==> src/rtl/i2c_write_master.sv <==
// I2C write-only master: START, 7-bit address + W, register byte, data byte,
// ACK check after each byte, STOP. Each protocol slot is 4*DIV clk cycles
// split into four quarters; SCL is low in Q0..Q1 and high in Q2..Q3.
module i2c_write_master #(
    parameter int unsigned DIV = 4
) (
    input  logic       clk,
    input  logic       resetn,
    input  logic       start,
    input  logic [6:0] slave_address,
    input  logic [7:0] reg_addr,
    input  logic [7:0] wdata,
    output logic       scl,
    output logic       sda_oe,
    input  logic       sda_in,
    output logic       busy,
    output logic       done,
    output logic       nack_err
);

    typedef enum logic [3:0] {
        S_IDLE, S_START, S_ADDR, S_ACK1, S_REG, S_ACK2, S_DATA, S_ACK3, S_STOP
    } state_e;

    localparam logic [7:0] QMAX = 8'(DIV - 1);

    state_e     state_q, state_d;
    logic [7:0] qcnt_q, qcnt_d;
    logic [1:0] phase_q, phase_d;
    logic [2:0] bit_q, bit_d;
    logic [6:0] addr_q, addr_d;
    logic [7:0] reg_q, reg_d;
    logic [7:0] data_q, data_d;
    logic       nack_sticky_q, nack_sticky_d;
    logic       nack_err_q, nack_err_d;
    logic       done_q, done_d;

    logic       quarter_end, sample_pt, slot_end, in_ack;
    logic [7:0] tx_byte;
    logic       tx_bit;

    assign quarter_end = (qcnt_q == QMAX);
    assign sample_pt   = quarter_end && (phase_q == 2'd2);
    assign slot_end    = quarter_end && (phase_q == 2'd3);
    assign in_ack      = (state_q == S_ACK1) || (state_q == S_ACK2) || (state_q == S_ACK3);

    // State and datapath registers, all cleared asynchronously.
    // NOTE: operand latches are ordinary flops, so they are reset with everything
    // else; nothing here is a RAM that would need to stay reset-free.
    always_ff @(posedge clk or negedge resetn) begin
        if (!resetn) begin
            state_q       <= S_IDLE;
            qcnt_q        <= '0;
            phase_q       <= '0;
            bit_q         <= '0;
            addr_q        <= '0;
            reg_q         <= '0;
            data_q        <= '0;
            nack_sticky_q <= 1'b0;
            nack_err_q    <= 1'b0;
            done_q        <= 1'b0;
        end else begin
            // NOTE: non-blocking assignments so every flop samples the pre-edge
            // value of the others, regardless of statement order.
            state_q       <= state_d;
            qcnt_q        <= qcnt_d;
            phase_q       <= phase_d;
            bit_q         <= bit_d;
            addr_q        <= addr_d;
            reg_q         <= reg_d;
            data_q        <= data_d;
            nack_sticky_q <= nack_sticky_d;
            nack_err_q    <= nack_err_d;
            done_q        <= done_d;
        end
    end

    // Next-state logic: transitions happen only at slot boundaries (or on start in IDLE).
    always_comb begin
        // NOTE: default first so every path assigns state_d and no latch is inferred.
        state_d = state_q;
        unique case (state_q)
            S_IDLE:  if (start) state_d = S_START;
            S_START: if (slot_end) state_d = S_ADDR;
            S_ADDR:  if (slot_end && bit_q == 3'd7) state_d = S_ACK1;
            S_ACK1:  if (slot_end) state_d = nack_sticky_q ? S_STOP : S_REG;
            S_REG:   if (slot_end && bit_q == 3'd7) state_d = S_ACK2;
            S_ACK2:  if (slot_end) state_d = nack_sticky_q ? S_STOP : S_DATA;
            S_DATA:  if (slot_end && bit_q == 3'd7) state_d = S_ACK3;
            S_ACK3:  if (slot_end) state_d = S_STOP;
            S_STOP:  if (slot_end) state_d = S_IDLE;
            default: state_d = S_IDLE;
        endcase
    end

    // Quarter/phase/bit timing, operand capture, ACK sampling and completion flags.
    always_comb begin
        qcnt_d        = qcnt_q;
        phase_d       = phase_q;
        bit_d         = bit_q;
        addr_d        = addr_q;
        reg_d         = reg_q;
        data_d        = data_q;
        nack_sticky_d = nack_sticky_q;
        nack_err_d    = nack_err_q;
        done_d        = 1'b0;

        if (state_q == S_IDLE) begin
            qcnt_d  = '0;
            phase_d = '0;
            bit_d   = '0;
            if (start) begin
                addr_d        = slave_address;
                reg_d         = reg_addr;
                data_d        = wdata;
                nack_sticky_d = 1'b0;
                nack_err_d    = 1'b0;
            end
        end else begin
            qcnt_d = quarter_end ? 8'd0 : qcnt_q + 8'd1;
            if (quarter_end) phase_d = phase_q + 2'd1;
            if (slot_end) begin
                if (state_q == S_ADDR || state_q == S_REG || state_q == S_DATA) begin
                    bit_d = bit_q + 3'd1;
                end else begin
                    bit_d = '0;
                end
            end
            // Single ACK sample on the last clk of Q2, while SCL is high.
            if (in_ack && sample_pt && sda_in) nack_sticky_d = 1'b1;
            if (state_q == S_STOP && slot_end) begin
                done_d     = 1'b1;
                nack_err_d = nack_sticky_q;
            end
        end
    end

    // Bus outputs decoded from state and phase; SDA only moves at slot entry or
    // at the START/STOP mid-slot edges while SCL is high.
    always_comb begin
        scl     = 1'b1;
        sda_oe  = 1'b0;
        tx_byte = {addr_q, 1'b0};
        if (state_q == S_REG)  tx_byte = reg_q;
        if (state_q == S_DATA) tx_byte = data_q;
        tx_bit = tx_byte[3'd7 - bit_q];
        unique case (state_q)
            S_IDLE:  ;
            S_START: sda_oe = phase_q[1];
            S_ADDR, S_REG, S_DATA: begin
                scl    = phase_q[1];
                sda_oe = ~tx_bit;
            end
            S_ACK1, S_ACK2, S_ACK3: scl = phase_q[1];
            S_STOP: begin
                scl    = phase_q[1];
                sda_oe = (phase_q != 2'd3);
            end
            default: ;
        endcase
    end

    assign busy     = (state_q != S_IDLE);
    assign done     = done_q;
    assign nack_err = nack_err_q;

endmodule

==> config.mk <==
export PLATFORM = sky130hd
export DESIGN_NAME = i2c_write_master
export DESIGN_NICKNAME = d
export VERILOG_FILES = /design/src/rtl/i2c_write_master.sv
export SDC_FILE = /design/constraint.sdc
export NUM_CORES = 1
export LEC_CHECK = 0
export CAP_MARGIN = 20
export CORE_MARGIN = 2
export CORE_UTILIZATION = 58
export CTS_CLUSTER_DIAMETER = 150
export DETAILED_ROUTE_END_ITERATION = 12
export PLACE_DENSITY = 0.86
export SYNTH_ARGS = -nofsm -noshare
export SYNTH_HDL_FRONTEND = slang
export SYNTH_SLANG_ARGS = --single-unit
==> constraint.sdc <==
create_clock -name clk -period 3.03 [get_ports clk]
set_clock_uncertainty 0.05 [all_clocks]
set_input_delay 0.4545 -clock clk [delete_from_list [all_inputs] [get_ports clk]]
set_output_delay 0.4545 -clock clk [all_outputs]
set_load 0.1 [all_outputs]
# Word-level counts from Yosys, hierarchy flattened
# Cells that the tools add are included.
[totals]
register_bits = 43
inputBits = 27
out_inout_bits = 5
word_cells = 92
[op_classes]
n_addsub = 4
order_cmp = 1
n_eq_ne = 22
mux = 32
bitwise_logic = 1
reduce_logical = 22
[op_table]
columns = ["operator", "count"]
rows = [
  ["$mux 4", 11],
  ["$pmux 4 s9", 1],
  ["$mux 8", 4],
  ["$ne 2x2->1 const B", 10],
  ["$eq 4x3->1 const B", 4],
  ["$mux 1", 9],
  ["$mux 3", 3],
  ["$reduce_and 9->1", 1],
  ["$add 8x1->8 const B", 1],
  ["$eq 4x2->1 const B", 2],
  ["$eq 8x2->1 const B", 1],
  ["$reduce_bool 2->1", 4],
  ["$reduce_or 7->1", 1],
  ["$logic_and 1x1->1", 6],
  ["$reduce_and 2->1", 3],
  ["$eq 2x2->1 const B", 2],
  ["$eq 4x1->1 const B", 1],
  ["$eq 4x4->1 const B", 1],
  ["$logic_not 4->1", 1],
  ["$logic_or 1x1->1", 4],
  ["$lt 3x4->1 const B", 1],
  ["$mux 2", 2],
  ["$reduce_bool 4->1", 1],
  ["$add 3x1->3 const B", 1],
  ["other kinds (7)", 7],
]

# Depth between registers and ports, before layout
# Gate-level depths: netlist (run 1).
[depth]
depth_word = 7
ltp_mapped = 7
ltp_nobuf = 5

# Worst setup path after synthesis (run 1)
# Ideal clock, no wire load.
[synth_path]
kind = "register -> output"
startpoint = "register state_q[0]"
endpoint = "output sda_oe"
arrival_time_ns = 2.407
t_required_ns = 2.525
slack_ns = 0.118
path_stages_with_launch = 5
n_path_buf = 0
cell_sequence = "dfrtp_1 > nor4b_4 > mux4_1 > nor3_1 > o221a_1"
[synth_via]
elab_chain_len = 7
elab_cells_between_ends = 12
cone_classes = "eq/ne (5); mux (5); bitwise (1); reduce/logical (1)"
[synth_lines]
columns = ["item", "line", "rtl"]
rows = [
  ["start: declaration", "27", "state_e state_q, state_d;"],
  ["start signal: assignment", "65", "state_q <= state_d;"],
  ["$eq 4x3->1", "144, 147", ""],
  ["$mux 8", "144", "if (state_q == S_REG) tx_byte = reg_q;"],
  ["$mux 8", "145", "if (state_q == S_DATA) tx_byte = data_q;"],
  ["$bmux 1 s3", "146", "tx_bit = tx_byte[3'd7 - bit_q];"],
  ["$mux 1 (not written as such)", "146", ""],
  ["$not 1->1", "152", "sda_oe = ~tx_bit;"],
  ["$pmux 1 s3 *", "147", "unique case (state_q)"],
  ["end: declaration", "14", "output logic sda_oe,"],
]
# Mark *: on every way between the ends. The rest lies on a longest branch, timed or not. The select of a mux whose other input is x is not followed.

# Worst setup path after layout (run 1)
[layout_path]
startpoint = "register state_q[1]"
endpoint = "output sda_oe"
# The elaborated chain is that of the path after synthesis.

==> results of run 1 <==
==> power groups by stage <==
stage          combinational (mW)  clock, mW  sequential (mW)
2_1_floorplan            0.000391          0            0.585
3_3_place_gp               0.0430          0            0.585
3_5_place_dp               0.0449          0            0.585
4_1_cts                    0.0450      0.360            0.573
5_1_grt                    0.0483      0.388            0.573
6_report                   0.0437      0.356            0.573
==> worst max-delay path, cell delays in order, from the launching register on <==
cell and delay (ns):
sky130_fd_sc_hd__dfrtp_2 0.50, sky130_fd_sc_hd__nor4b_4 0.36, sky130_fd_sc_hd__mux4_1 0.60, sky130_fd_sc_hd__nor3_1 0.17
sky130_fd_sc_hd__o221a_1 0.26, sky130_fd_sc_hd__buf_12 0.18
==> cells in the final DEF (no fill, tap or decap), types with 3 or more instances in the layout <==
cell type,Yosys,layout
sky130_fd_sc_hd__nand2_1,7,7
sky130_fd_sc_hd__nor2_1,18,18
sky130_fd_sc_hd__buf_4,4,7
sky130_fd_sc_hd__clkbuf_8,0,5
sky130_fd_sc_hd__o21ai_0,6,6
sky130_fd_sc_hd__dfrtp_1,43,41
sky130_fd_sc_hd__mux2_1,4,4
sky130_fd_sc_hd__inv_1,4,4
sky130_fd_sc_hd__mux2i_1,4,4
sky130_fd_sc_hd__nand3_1,11,11
sky130_fd_sc_hd__xor2_1,4,4
sky130_fd_sc_hd__clkdlybuf4s50_1,0,25
sky130_fd_sc_hd__and3_1,3,3
sky130_fd_sc_hd__nor3_1,4,4
sky130_fd_sc_hd__xnor2_1,3,3
sky130_fd_sc_hd__a21oi_1,5,5
sky130_fd_sc_hd__ha_1,5,5
sky130_fd_sc_hd__mux2_2,20,20
==> flip-flops by register name, summed over array words and instances, names as in the netlist <==
signal / cells
reg_q: 8
done: 1
addr_q: 7
qcnt_q: 8
phase_q: 2
state_q: 4
data_q: 8
bit_q: 3
nack_sticky_q: 1
nack_err: 1
==> per-stage QoR <==
| step | cells | worst slack [ns] | hold slack (ns) |
|---|---|---|---|
| 3_5_place_dp | 258 | 0.333 | 0.427 |
| 5_1_grt | 267 | 0.0289 | 0.308 |
| 6_report | 267 | 0.168 | 0.247 |
| 4_1_cts | 266 | 0.0190 | 0.280 |
| 2_1_floorplan | 185 | 0.118 | 0.109 |
| 3_3_place_gp | 258 | 0.403 | 0.428 |
==> cells by family after synthesis <==
group	count (synthesis)	share of synthesized area
xor+xnor	7	0.0278
fa+ha+maj	6	0.0329
simple gates	63	0.166
mux	32	0.180
buf+inv	12	0.0375
compound gates	22	0.0670
flops	43	0.488
==> final timing paths <==
kind                                  from    endpoint  slack, ns  cells after the start
max in group asynchronous           resetn  state_q[1]       2.03                      1
worst max-delay path            state_q[1]      sda_oe       0.17                      5
worst max register to register  state_q[1]   addr_q[3]       0.97                      4
worst min-delay path                resetn   qcnt_q[6]       0.25                      1
min in group clk                  reg_q[4]    reg_q[4]       0.44                      1
worst min register to register    reg_q[4]    reg_q[4]       0.44                      1
==> cell type report <==
class / count / area [sq um] / share of cell area
clock buffer: 6 / 72.6 / 0.0278
clock inverter: 2 / 12.5 / 0.00479
inverter: 4 / 15.0 / 0.00575
multi-input combinational: 130 / 1040 / 0.400
sequential: 43 / 1080 / 0.413
tap: 48 / 60.1 / 0.0230
timing repair buffer: 34 / 328 / 0.126
==> timing repair <==
action | 4_1_cts | 5_1_grt
endpoints found under the setup margin | 0 | 1
resized for setup | 0 | 2
buffers inserted | 0 | 1
==> routing by layer <==
layer  vias to the layer above  global-route usage  share of wire
met2                        54               0.384           0.52
met1                       743               0.285           0.41
met4                         0              0.0885          0.016
met5                         -                   0              0
li1                        730                   -              -
met3                         9              0.0514          0.050
==> results summary, run 1 <==
The run finished with clean final reports. A synthesized cell averages 11.9 sq um. The path class of the tightest hold or removal check is primary input to asynchronous set/reset pin.

The number of setup violations in the final report came out at 0. The worst setup path is of the register to primary output kind. TritonCTS created 5 clock buffers. At the later pin of the worst-skew pair, clock insertion delay measures 0.30 ns. The design draws a little under 1 mW. In the synthesized netlist the dominant register cell turns out to be sky130_fd_sc_hd__dfrtp_1. The clock net in this run drives a total of 43 sinks.

The unique cell type count in the Yosys netlist came out at 49. The DRC violation count after routing came out at 0. The overall overflow remaining after global route is 0. The placeable core region is 3660 sq um.

Headroom to the max-slew limit came out at 0.373. The number of search-and-repair iterations in the first detailed-routing pass came out at 4. The setup total negative slack is 0 ns. The number of vias after detailed routing is 1536. The cell accounting for the most synthesized area is sky130_fd_sc_hd__dfrtp_1. The internal power is 0.763 mW. The via count normalized by instance count is 5.75. The fraction of the core area covered by cells at the end of the flow came out at 0.713. The total of buffers placed on input and output ports is 31. In the final layout, the share of cells above drive strength 1 is 0.224. The CTS tree is built. The share of total power dissipated in the clock network is 0.366. The switching fraction of total power is 0.216. The synthesized instance count came out at around 190. The via count of the first global-routing pass is 1511. By instance count, the leading cell after synthesis is sky130_fd_sc_hd__dfrtp_1.

The placement-stage cell area is 2520 sq um. The number of nets handed over by synthesis was 217. The post-synthesis async set-or-reset flop share came out at 1.00. The initial standard-cell utilization of the core is 0.602. By area the synthesized netlist is led by sky130_fd_sc_hd__dfrtp_1 (49%), sky130_fd_sc_hd__mux2_2 (10%), sky130_fd_sc_hd__nor2_1 (3.1%), sky130_fd_sc_hd__ha_1 (2.8%), sky130_fd_sc_hd__nand3_1 (2.5%). After detailed routing, the average wire length per cell comes to about 16 um. The total of max-cap violations came out at 0. The overall routing resource usage is 0.228.

The net count of the finished layout is 250. The static leakage came out at 1.21 nW. The synthesized flop and latch total is 43. The chip width came out at 65.6 um.

The top-area cell type share of the netlist area is 0.488. The area growth from synthesis to layout is 18.5%. After routing the design area is roughly 2600 sq um. STA classifies the critical path startpoint as a register. The final clock period utilization by the worst path is 0.944. The number of pins exceeding their max-slew limit in the final report is 0. The vertical extent of the die came out at 65.6 um. The number of inserted diodes is 0. The net switching power figure came out at 0.210 mW. At the worst endpoint, the arrival time is 2.36 ns.

In this run the worst path has a maximum fanout of 13. For this run, the top clock speed supported by timing is 0.349 GHz. The first routing iteration left about 110 violations. At the pin with the least slew margin, the transition time is 0.941 ns. The number of I/O pins came out at 32. The number of antenna violations at the first check in global routing came to 0. The worst endpoint required time is 2.53 ns. The count of hold buffers inserted by post-cts repair is 0.

The routability-driven placement congestion ratio is 0.827. The synthesized cell area came out at 2200 sq um. The pin count of the biggest net entering global routing is 44. The tree is rooted in a sky130_fd_sc_hd__clkbuf_8. The floorplan has 22 rows. The final count of hold timing violations is 0. The die covers 4310 sq um. The part of the power in combinational logic came out at 0.045. The first global-routing pass estimated between 7 and 8 mm of wire. Clock-pin slew was measured on the worst setup and hold paths at about 0.08 ns.

Of the total power, registers draw 0.589. The final wirelength is 4.40 mm. Across the VDD grid, the largest voltage drop is 0.354 mV.

Setup repair after global routing left no endpoint under its margin. The largest buffer count on any clock path came out at 2. The share of the Yosys chip area taken by registers is 0.488.

The commonest cells after synthesis are sky130_fd_sc_hd__dfrtp_1 (43), sky130_fd_sc_hd__mux2_2 (20), sky130_fd_sc_hd__nor2_1 (18). The synthesized design contains 0 enable-type register cells. The total of fill cells in the finished design came out at 264. After layout, the minimum clock period comes to around 2.9 ns.

The category of the worst setup path capture point is a primary output. The post-detailed-route count of antenna-violating nets is 0. The number of H-tree levels came out at 2.

The HPWL after detailed placement came out at 3.21 mm. In this run the power density over the cells is 373 nW/um^2. During synthesis, Yosys emitted a total of 0 warnings.
(Power assumes the default switching activity.)
==> run 2, diff against run 1 <==
- HOLD_SLACK_MARGIN: not set -> 0.03
==> results of run 2 <==
The final DEF is identical to that of run 1; final timing and power are the same.
==> RTL edit 1 (flow settings as in run 2) <==
Put one more register stage on the output `nack_err`, cleared by the reset. The value now appears one clock later. The other outputs are not delayed to match.
--- a/src/rtl/i2c_write_master.sv
+++ b/src/rtl/i2c_write_master.sv
@@ -163,5 +163,11 @@
     assign busy     = (state_q != S_IDLE);
     assign done     = done_q;
-    assign nack_err = nack_err_q;
+    always_ff @(posedge clk or negedge resetn) begin
+        if (!resetn) begin
+            nack_err <= '0;
+        end else begin
+            nack_err <= nack_err_q;
+        end
+    end
 
 endmodule
Check against the original RTL: same outputs for any inputs over 10 cycles, from zero or initial values and one cycle with resetn low; that may be too few to reach the edited logic, so the function may still have changed.
==> RTL edit 1 against run 2 <==
- fmax is 0.75% lower
- wire length fell by 3.5%
- cell area shrank 0.72%
- highest routed layer unchanged
- area after synthesis down 1.2%
- largest cell class unchanged
- worst setup slack lost 22 ps
- sequential cell count up 1
Power is not compared: it rests on default switching activity, and its combinational part moved more than twofold at a synthesized area within 25%.
==> RTL edit 1: results (changes against run 2) <==
Run status
The flow ran to the end, and the final reports show no timing, DRC or antenna violations.

Synth
The number of cells produced by synthesis is 185 (unchanged). The distinct cell type count of the synthesized netlist is 47 (-4.1%). Counting instances in the post-synthesis netlist gives the leading cell types as sky130_fd_sc_hd__dfrtp_1 (44), sky130_fd_sc_hd__nor2_1 (19), sky130_fd_sc_hd__mux2_2 (17), sky130_fd_sc_hd__nand2_1 (11), sky130_fd_sc_hd__nand3_1 (7). The share of synthesized area occupied by flip-flops and latches is 50.57% (+1.7 points). By area the synthesized netlist is led by sky130_fd_sc_hd__dfrtp_1 (51%), sky130_fd_sc_hd__mux2_2 (8.8%), sky130_fd_sc_hd__nor2_1 (3.3%).

Routing
The wire length on met1 came to 1812 microns (-0.66%). The routed wirelength normalized by instance count came to 16.01 microns (-2.8%). The met2 wire length is 2160 microns (-5.4%). The met3 layer wire length in the routed design was 212 microns (-3.6%).

The post-detailed-routing wire length was 4242 microns (-3.5%). The DRC violation total after the first TritonRoute iteration is 139 (+23%). The via count is 1548 (+0.78%).

Layout
The area used by multi-input combinational logic came to 1003 sq um (-4.0%). The flip-flop and latch area is 1101 sq um (+2.1%). The multi-input combinational cell count is 128 (-1.5%).

The cell area after layout is 2592 sq um (-0.72%). The non-clock inverter total of the final layout was 4 (unchanged). The net total in the final layout is 248 (-0.80%). The fraction of area in clock buffers and inverters came to 3.571% (+0.31 points).

The ratio of cells with drive above 1 in the final layout is 18.43% (-3.9 points). The fill cell instance count of the final layout is 269 (+1.9%).

Global route
The aggregate global-route resource usage came to 22.81% (about the same). The pin count of the biggest net entering global routing is 45 (+2.3%). The global-route wire length before repair is 7355 microns (+1.1%). The number of global-route vias before repair is 1667 (+10%).

The met1 track demand over resource in global routing is 28.16% (-0.33 points).

Placement
The placed standard-cell area came to 2500 sq um (-0.65%). The minimum setup slack after placement is 499.7 ps (+166.9 ps). The weighted congestion reported at the end of routability-driven placement is 0.8188 (-0.98%). The estimated wirelength of the detail-placed design is 3118 microns (-2.9%).

Worst setup path
The family with the most delay on the worst path is compound AO/OA/AOI/OAI gates. The highest cell delay on the worst timing path is 540 ps (-60 ps). The cell with the biggest individual delay on the critical path is sky130_fd_sc_hd__dfrtp_1.

Clock tree
The TritonCTS sink count is 44 (+2.3%).

Timing
The tightest slew margin relative to the limit is 36.15% (-1.1 points).

Die
The full die area came to 4260 sq um (-1.1%).
[RTL edit 1: cell types whose count changed after synthesis, sizes merged, moves of 3 or more]
cell,run 2,this run
nand2,9,12
nand3,11,7
nor4,1,4
or2,3,0
[RTL edit 1: path summary, 6_finish.rpt]
check	slack, ps	endpoint	cells past startpoint
setup / recovery	150	sda_oe	6
hold / removal	240	qcnt_q[0]	1
setup reg to reg	560	data_q[2]	3
hold reg to reg	340	nack_err	0
max in group asynchronous	2090	reg_q[7]	1
min in group clk	340	nack_err	0
[RTL edit 1: cell families (layout without fill, tap and decap cells)]
kind of cell | Yosys count | count (layout) | share of synthesized area (%)
xor gates and xnor gates | 7 | 7 | 2.816
muxes | 30 | 30 | 15.69
adders and majority gates | 6 | 6 | 3.333
DFF | 44 | 44 | 50.57
buffers and inverters | 13 | 45 | 3.333
AOI/OAI and AO/OA | 25 | 25 | 7.989
and+or+nand+nor | 60 | 60 | 16.26
==> RTL edit 2 (flow settings as in run 2) <==
Made on the original files. Encoding of `state_e`: now one-hot (9 bits for 9 states).
--- a/src/rtl/i2c_write_master.sv
+++ b/src/rtl/i2c_write_master.sv
@@ -19,6 +19,6 @@
 );
 
-    typedef enum logic [3:0] {
-        S_IDLE, S_START, S_ADDR, S_ACK1, S_REG, S_ACK2, S_DATA, S_ACK3, S_STOP
+    typedef enum logic [8:0] {
+        S_IDLE = 9'b000000001, S_START = 9'b000000010, S_ADDR = 9'b000000100, S_ACK1 = 9'b000001000, S_REG = 9'b000010000, S_ACK2 = 9'b000100000, S_DATA = 9'b001000000, S_ACK3 = 9'b010000000, S_STOP = 9'b100000000
     } state_e;
 
Check against the original RTL: same outputs for any inputs over 10 cycles, from zero or initial values and one cycle with resetn low; not proved beyond that.
==> RTL edit 2 against run 2 <==
- the run now ends with setup timing left
- cell area grew 24%
- highest routed layer unchanged
- critical endpoint unchanged
- largest cell class is now multi-input gates
- worst hold slack improved by 220 ps
- worst setup slack lost 370 ps
- area after synthesis rose by 22%
- sequential cell count is 5 higher
- global-route usage grew 1.8 points
- wire length increased by 32%
Power is not compared: it rests on default switching activity, and its combinational part moved more than twofold at a synthesized area within 25%.
==> RTL edit 2: results (changes against run 2) <==
Run status
The flow ran to the end, but the final reports show violations. The checks that failed: setup timing.

Layout
The ratio of cells with drive above 1 in the final layout came to 28.11% (+5.7 points). The buffer share of cell area is 14.56% (+2.0 points). The fraction of area in clock buffers and inverters is 3.312% (+0.053 points). The count of antenna diodes in the layout is 0 (unchanged).

The multi-input logic portion of the cell area was 42.09% (+2.1 points). The flip-flop count of the largest register after layout is 9. The fill cell instance count of the final layout was 280 (+6.1%).

The net total in the final layout is 312 (+25%). The count of plain and timing-repair buffers in the layout was 48 (+41%). The multi-input combinational cell count is 168 (+29%). The non-clock inverter total of the final layout came to 9 (+5). The flip-flop and latch area is 1202 sq um (+11%).

Synth
The net count after synthesis was 272 (+25%). The post-synthesis async set-or-reset flop share was 100.0% (unchanged). Ranked by instance count, the synthesized netlist is headed by sky130_fd_sc_hd__dfrtp_1 (47), sky130_fd_sc_hd__nor2_1 (30), sky130_fd_sc_hd__mux2_2 (27), sky130_fd_sc_hd__nand3_1 (10).

The distinct cell type count of the synthesized netlist was 57 (+16%). Ranked by total cell area, the synthesized netlist is headed by sky130_fd_sc_hd__dfrtp_1 (44%), sky130_fd_sc_hd__mux2_2 (11%), sky130_fd_sc_hd__nor2_1 (4.2%). The share of synthesized area occupied by flip-flops and latches is 44.84% (-4.0 points).

Timing
The final setup violation count came to 1 (+1). The worst-case setup margin in the final layout was -206.3 ps (-374.7 ps). The pin slew with the least headroom to its limit came to 679.1 ps (-262.1 ps). The final-layout setup total negative slack came to -206.3 ps (-206.3 ps).

Global route
The pin count of the biggest net entering global routing came to 49 (+11%). The number of global-route vias before repair is 2014 (+33%). The global-route wire length before repair is 9832 microns (+35%). The initial antenna violation count is 0 (unchanged). The aggregate global-route resource usage was 24.60% (+1.8 points).

The leftover overflow at the end of global routing is 0 (unchanged).

Worst setup path
The family with the most delay on the worst path is simple AND/OR/NAND/NOR gates. The highest cell delay on the worst timing path is 580 ps (-20 ps). Among all stages on the critical path, the largest delay is contributed by sky130_fd_sc_hd__or4b_4. The depth of the worst register-to-register path came to 7 (+3). The largest fanout on the critical path is 2 (-11).

Clock tree
The post-CTS clock slew at the launch and capture registers of the worst setup and hold paths is 90 ps. The TritonCTS sink count is 48 (+12%).

Routing
The number of search-and-repair iterations in the first detailed-routing pass is 5 (+1). The DRC violation total after the first TritonRoute iteration is 125 (+11%). The post-detailed-routing wire length is 5794 microns (+32%).

The via count is 2028 (+32%).

Placement
The estimated wirelength of the detail-placed design is 4130 microns (+29%). The weighted congestion reported at the end of routability-driven placement was 0.9064 (+9.6%).

Power
The maximum ir drop on the vdd rail is 0.0007039 V. The leakage power of the design is 1.470 nW.

Hold path
The path class of the tightest hold or removal check is reg2reg.
-- RTL edit 2: cell types whose count changed after synthesis, moves of 3 or more --
cell and delta:
sky130_fd_sc_hd__nor2_1 +12, sky130_fd_sc_hd__dfrtp_1 +4, sky130_fd_sc_hd__buf_4 -3, sky130_fd_sc_hd__nor4_1 +4, sky130_fd_sc_hd__mux2_2 +7, sky130_fd_sc_hd__mux2_1 -4, sky130_fd_sc_hd__inv_1 +4, sky130_fd_sc_hd__a22oi_1 +3
sky130_fd_sc_hd__nor3_1 +4, sky130_fd_sc_hd__xor2_1 +4, sky130_fd_sc_hd__buf_2 +8, sky130_fd_sc_hd__nand2_1 -5
-- RTL edit 2: worst register-to-register path, cell delays in order (launching register included) --
cell and delay [ps]:
sky130_fd_sc_hd__dfrtp_1 390, sky130_fd_sc_hd__buf_4 180, sky130_fd_sc_hd__xor2_1 160, sky130_fd_sc_hd__o2111ai_1 570, sky130_fd_sc_hd__o41ai_2 290, sky130_fd_sc_hd__o22ai_4 370
sky130_fd_sc_hd__o21a_4 200, sky130_fd_sc_hd__mux2_4 300
-- RTL edit 2: power by group through the flow --
stage                     Combinational, mW  Clock (mW)  Sequential, mW
after floorplan                        1.01           0           0.944
after global placement                 1.24           0           0.993
after detailed placement               1.28           0            1.01
after CTS                              1.30       0.467           0.995
after global routing                   1.40       0.489            1.03
final                                  1.30       0.457            1.00
-- RTL edit 2: metal layers --
layer | share of wire [%] | track usage, %
met3 | 4.5 | 4.583
met4 | 2.0 | 10.06
met5 | 0 | 0
met1 | 43 | 32.53
met2 | 50 | 40.23
-- RTL edit 2: through the flow --
step / hold WS [ps] / utilization (%) / setup WS, ps / area [sq um] / cells
floorplan: 108.9 / - / -520.7 / 2698 / 240
global placement: 434.8 / 70.07 / 127.5 / 3093 / 322
detailed placement: 443.2 / 70.07 / 70.06 / 3093 / 322
CTS: 299.8 / 72.93 / -216.0 / 3219 / 331
global route: 478.1 / 73.61 / -278.2 / 3249 / 333
finish: 462.2 / 73.61 / -206.3 / 3249 / 333
-- RTL edit 2: cell families after synthesis --
logic type,count (synthesis),share of synthesized area (%)
simple gates,80,17.78
flops,48,44.84
compound gates,37,11.39
mux,33,14.70
buf+inv,24,4.713
xor+xnor,13,4.246
fa+ha+maj,5,2.333
-- RTL edit 2: final timing paths --
check,from,to,slack [ps]
setup / recovery,state_q[5],sda_oe,-210
hold / removal,data_q[7],data_q[7],460
setup reg to reg,state_q[2],state_q[4],410
hold reg to reg,data_q[7],data_q[7],460
max in group asynchronous,resetn,reg_q[7],1920
min in group asynchronous,resetn,qcnt_q[4],530
-- RTL edit 2: repair_timing --
action,in CTS,in global routing
resized for setup,2,0
cloned,0,0
pin swaps,3,1
hold endpoints to repair,0,12
buffers inserted,1,0
hold buffers,0,1
endpoints found under the setup margin,1,1
